**src/rtl/md_pkg.sv**
```systemverilog
// md_pkg: shared types, widths and funct3 op codes for the RV32M execute unit
package md_pkg;
    localparam int XLEN  = 32;
    localparam int CNT_W = $clog2(XLEN);
    localparam logic [2:0] OP_MUL    = 3'd0;
    localparam logic [2:0] OP_MULH   = 3'd1;
    localparam logic [2:0] OP_MULHSU = 3'd2;
    localparam logic [2:0] OP_MULHU  = 3'd3;
    localparam logic [2:0] OP_DIV    = 3'd4;
    localparam logic [2:0] OP_DIVU   = 3'd5;
    localparam logic [2:0] OP_REM    = 3'd6;
    localparam logic [2:0] OP_REMU   = 3'd7;
    typedef enum logic [1:0] {IDLE, DIV, DONE} md_state_e;
endpackage

```
**src/rtl/md_div_core.sv**
```systemverilog
// md_div_core: unsigned restoring divider, one quotient bit per step, MSB first
module md_div_core
    import md_pkg::*;
(
    input  logic            clk,
    input  logic            rst,
    input  logic            load,
    input  logic            step,
    input  logic [XLEN-1:0] dividend,
    input  logic [XLEN-1:0] divisor,
    output logic [XLEN-1:0] q_next,
    output logic [XLEN-1:0] r_next,
    output logic            last
);
    logic [XLEN-1:0]  rem, quo, dvs;
    logic [CNT_W-1:0] cnt;
    logic [XLEN:0]    trial;
    // a borrow out of the 33-bit trial subtraction means the divisor did not fit
    assign trial  = {rem, quo[XLEN-1]} - {1'b0, dvs};
    assign q_next = {quo[XLEN-2:0], ~trial[XLEN]};
    assign r_next = trial[XLEN] ? {rem[XLEN-2:0], quo[XLEN-1]} : trial[XLEN-1:0];
    assign last   = cnt == '0;
    always_ff @(posedge clk) begin
        if (rst) begin
            rem <= '0;
            quo <= '0;
            dvs <= '0;
            cnt <= '0;
        end else if (load) begin
            rem <= '0;
            quo <= dividend;
            dvs <= divisor;
            cnt <= CNT_W'(XLEN - 1);
        end else if (step) begin
            rem <= r_next;
            quo <= q_next;
            cnt <= cnt - 1'b1;
        end
    end
endmodule

```
**src/rtl/md_unit.sv**
```systemverilog
// md_unit: RV32M execute unit with single-cycle multiply and 32-step iterative divide
module md_unit
    import md_pkg::*;
(
    input  logic            i_clk,
    input  logic            i_reset,
    input  logic            i_start,
    input  logic [4:0]      i_alu_op,
    input  logic [XLEN-1:0] i_op_a,
    input  logic [XLEN-1:0] i_op_b,
    input  logic [4:0]      i_rd_addr,
    input  logic            i_flush,
    output logic            o_ready,
    output logic            o_busy,
    output logic            o_valid,
    output logic [XLEN-1:0] o_result,
    output logic [4:0]      o_rd_addr
);
    localparam logic [XLEN-1:0] MIN_INT = {1'b1, {(XLEN-1){1'b0}}};
    md_state_e state, state_n;
    logic [2:0] op;
    logic accept, is_div, sgn, b_zero, ovf, div_path, neg_a, neg_b, last, last_step;
    logic q_neg, r_neg, rem_sel, unused;
    logic [4:0] tag;
    logic signed [XLEN:0] a_ext, b_ext;
    logic signed [2*XLEN-1:0] prod;
    logic [XLEN-1:0] mul_res, spec_res, q_next, r_next, div_res;
    assign unused   = i_alu_op[3];
    assign op       = i_alu_op[2:0];
    assign o_ready  = state == IDLE;
    assign o_busy   = state == DIV;
    assign o_valid  = state == DONE && !i_flush;
    assign accept   = i_start & o_ready & ~i_flush & i_alu_op[4];
    assign is_div   = op[2];
    assign sgn      = ~op[0];
    assign b_zero   = i_op_b == '0;
    assign ovf      = sgn & (i_op_a == MIN_INT) & (&i_op_b);
    assign div_path = accept & is_div & ~(b_zero | ovf);
    assign a_ext    = {(op == OP_MULH || op == OP_MULHSU) & i_op_a[XLEN-1], i_op_a};
    assign b_ext    = {(op == OP_MULH) & i_op_b[XLEN-1], i_op_b};
    assign prod     = (2*XLEN)'(a_ext) * (2*XLEN)'(b_ext);
    assign mul_res  = op == OP_MUL ? prod[XLEN-1:0] : prod[2*XLEN-1:XLEN];
    assign spec_res = b_zero ? (op[1] ? i_op_a : '1) : (op[1] ? '0 : MIN_INT);
    assign neg_a    = sgn & i_op_a[XLEN-1];
    assign neg_b    = sgn & i_op_b[XLEN-1];
    assign last_step = o_busy & last & ~i_flush;
    assign div_res  = rem_sel ? (r_neg ? -r_next : r_next) : (q_neg ? -q_next : q_next);
    md_div_core u_core (
        .clk      (i_clk),
        .rst      (i_reset),
        .load     (div_path),
        .step     (o_busy),
        .dividend (neg_a ? -i_op_a : i_op_a),
        .divisor  (neg_b ? -i_op_b : i_op_b),
        .q_next   (q_next),
        .r_next   (r_next),
        .last     (last)
    );
    always_ff @(posedge i_clk) begin
        if (i_reset) state <= IDLE;
        else state <= state_n;
    end
    always_comb begin
        state_n = state;
        if (i_flush) state_n = IDLE;
        else if (state == IDLE) state_n = accept ? (div_path ? DIV : DONE) : IDLE;
        else if (state == DIV) state_n = last ? DONE : DIV;
        else state_n = IDLE;
    end
    // outputs only change when a result is produced, so they hold between pulses
    always_ff @(posedge i_clk) begin
        if (i_reset) begin
            o_result  <= '0;
            o_rd_addr <= '0;
            tag       <= '0;
            q_neg     <= 1'b0;
            r_neg     <= 1'b0;
            rem_sel   <= 1'b0;
        end else begin
            if (accept && !div_path) begin
                o_result  <= is_div ? spec_res : mul_res;
                o_rd_addr <= i_rd_addr;
            end
            if (div_path) begin
                tag     <= i_rd_addr;
                q_neg   <= neg_a ^ neg_b;
                r_neg   <= neg_a;
                rem_sel <= op[1];
            end
            if (last_step) begin
                o_result  <= div_res;
                o_rd_addr <= tag;
            end
        end
    end
endmodule

```
**config.mk**
```make
export PLATFORM = sky130hd
export DESIGN_NAME = md_unit
export DESIGN_NICKNAME = d
export VERILOG_FILES = /design/src/rtl/md_pkg.sv /design/src/rtl/md_div_core.sv /design/src/rtl/md_unit.sv
export SDC_FILE = /design/constraint.sdc
export NUM_CORES = 2
export LEC_CHECK = 0
export BUFFER_PORTS_ARGS = -buffer_cell sky130_fd_sc_hd__buf_2
export CELL_PAD_IN_SITES_DETAIL_PLACEMENT = 0
export CELL_PAD_IN_SITES_GLOBAL_PLACEMENT = 1
export CORE_MARGIN = 2
export CORE_UTILIZATION = 30
export DETAILED_ROUTE_END_ITERATION = 6
export GPL_TIMING_DRIVEN = 0
export PLACE_DENSITY = 0.66
export SYNTH_ARGS = -nofsm -noshare
export SYNTH_HDL_FRONTEND = slang
export SYNTH_SLANG_ARGS = --single-unit
```
**constraint.sdc**
```tcl
create_clock -name i_clk -period 11.75 [get_ports i_clk]
set_input_delay 1.7625 -clock i_clk [delete_from_list [all_inputs] [get_ports i_clk]]
set_output_delay 1.7625 -clock i_clk [all_outputs]
set_load 0.005 [all_outputs]
```
==> flow_summary.yaml <==
placement:
  dp_hpwl_microns: 185000
  place.gp.congestion: 0.978
  place_inst: 8188
  io_buffers: 74
grt:
  overflow: 0
  grt_max_degree: 25
  grt_pass1_vias: 44010
  grt_first_pass_wirelength_microns: 317000
  antenna_found_initial: 24
  grtUsageTotal_pct: 26.0
outcome:
  status: "complete, but fails checks"
  violations: "max-capacitance violations, max-slew violations"
final_layout:
  fin_nets: 7460
  fill_cells: 17617
  drive_gt1_share_pct: 4.47
  layout.cells.non_filler: 8233
  syn_to_final_growth_pct: 7.72
critical_path:
  end_kind: "register"
  max_stage_delay_ns: 0.98
  critPathRequiredTime_ns: 12.07
  cp_common_cell: "fa_1"
  crit_fanout: 10
  critPathKind: "in2reg"
  cp.arrival_ns: 11.75
  slowest_stage: "buf_1"
  worst_setup_path_start_kind: "input port"
clocking:
  cts_max_level: 4
  clk_pin_slew_ns: 0.08
  clk-insertion-delay-late_ns: 0.46
  cts_buffers: 17
  cts_tree: "yes"
  cts-root-buf: "clkbuf_16"
  clock_path_buffers: 2
  cts.sinks: 148
yosys:
  synth_top_flop_cell: "dfxtp_1"
  syn_area_sq_um: 50300
  yosys.area.top_type: "fa_1"
  synth_common_cells: "inv_1, fa_1, nand2_1"
  ys_seq_area_share_pct: 5.88
  synth_cell_type_count: 108
  ys_ff_latch: 148
  ys_warn_count: 0
  syn_inst: 5910
  syn_avg_cell_area_sq_um: 8.52
  synth_top_area_share_pct: 44.8
  synthTopCellsByArea: "fa_1, inv_1, nand2_1, ha_1, dfxtp_1"
  async_reset_ff_share_pct: 0
  synth.most_common_cell: "inv_1"
  synth_edf_count: 0
  synth_nets: 7365
floorplan:
  initial_core_util_pct: 30.2
  die_x_microns: 414
  die_area_sq_um: 171000
  fp.dieH_microns: 414
  core_sq_um: 167000
  pin_count: 118
  rows: 150
sta:
  period_needed_ns: 11.44
  finClkSkew_ns: 0.0148
  max_freq_ghz: 0.0874
  finalSetupViolations: 0
  timing.final.max_slew_violations: 21
  worstMarginPinSlew_ns: 1.54
  worst_hold_slack_ns: 0.453
  relSlewSlack_pct: -2.58
  final_hold_viol_count: 0
  rsz0062_at_grt: "false"
  period_share_pct: 97.3
drt:
  vias_per_cell: 5.24
  vias: 43145
  wire_per_inst_microns: 26.9
  first_pass_iters: 6
  wl_microns: 221000
  ant_nets: 0
  remaining_drc_errors: 0
  drt_iter0_markers: 4283
worst_hold_path:
  min_path_type: "reg2reg"
run:
  cap_violations: 2
==> layout by cell type (no fill, tap or decap), drive strengths merged, types with 22 or more instances in the layout <==
cell type     n
inv        1243
fa         1126
nand2       906
and2        307
nor2        295
clkbuf      274
ha          251
buf         197
a21oi       166
dfxtp       148
o21ai       143
xnor2       109
xor2         87
a211oi       71
nor3         58
a21o         51
a221oi       42
nand3        37
a31oi        35
o31ai        35
o211ai       33
nand4        30
mux2i        28
nor4         24
nand2b       22
==> worst max-delay path, delay by kind of cell <==
| kind | cells | cell delay (ns) |
|---|---|---|
| AND/OR/NAND/NOR | 3 | 0.98 |
| XOR/XNOR | 1 | 0.18 |
| buffers and inverters | 9 | 2.54 |
| AO/OA/AOI/OAI | 8 | 1.81 |
| adder cells (fa/ha/maj) | 9 | 4.45 |
==> per-stage QoR <==
step / worst slack (ns) / TNS (ns) / instance area (sq um) / util, %
after floorplan: 1.09 / 0 / 50300 / -
after global placement: -1.93 / -17.43 / 53500 / 32.1
after detailed placement: -1.64 / -14.26 / 53500 / 32.1
after CTS: 0.0179 / 0 / 54100 / 32.4
after global routing: 0.0412 / 0 / 54200 / 32.5
final: 0.315 / 0 / 54200 / 32.5
==> layer usage <==
| metal | up-vias | GRT usage (%) | wire length, microns |
|---|---|---|---|
| li1 | 18234 | - | - |
| met1 | 22734 | 34.7 | 91800 |
| met2 | 1799 | 42.1 | 102000 |
| met3 | 370 | 3.81 | 15900 |
| met4 | 8 | 10.5 | 10900 |
| met5 | - | 0 | 46 |
==> worst paths after layout <==
kind                   from        endpoint  slack [ns]  cells after the start
max              i_op_b[18]    o_result[27]        0.31                     30
min          u_core.dvs[30]  u_core.dvs[30]        0.45                      2
max reg2reg  u_core.quo[31]    o_result[30]        4.74                     26
min reg2reg  u_core.dvs[30]  u_core.dvs[30]        0.45                      2
==> area by class of cell <==
cell class | instances | area, sq um | area share (%)
diodes | 11 | 27.5 | 0.0508
plain buffers | 377 | 1590 | 2.94
clock buffers | 18 | 439 | 0.810
clock inverters | 14 | 118 | 0.217
inverters | 1238 | 4650 | 8.58
multi-input cells | 4140 | 41200 | 76.0
flip-flops and latches | 148 | 2960 | 5.46
well taps | 2204 | 2760 | 5.08
repair buffers | 83 | 438 | 0.807
==> sequential cells by signal, indices dropped and copies added, names as in the netlist <==
| register | flops |
|---|---|
| state | 2 |
| tag | 5 |
| u_core.quo | 32 |
| rem_sel | 1 |
| o_result | 32 |
| r_neg | 1 |
| q_neg | 1 |
| u_core.cnt | 5 |
| o_rd_addr | 5 |
| u_core.dvs | 32 |
| u_core.rem | 32 |
==> logic make-up (layout without fill, tap and decap cells) <==
group,count (synthesis),count (layout),synth area share [%]
flops,148,148,5.88
other cells,0,11,0
mux,33,33,0.693
xor+xnor,196,196,3.41
buf+inv,1622,1730,12.3
fa+ha+maj,1377,1377,51.0
simple gates,1795,1795,16.4
compound gates,739,739,10.3
==> repair_timing <==
item,CTS,global route
endpoints found under the hold margin,0,0
endpoints found under the setup margin,12,12
resized for setup,14,58
hold buffers,0,0
pin swaps,1,2
setup buffers,3,6
Power is not shown: default switching activity piles up to over one toggle a cycle in this logic, so the estimate is an artifact.
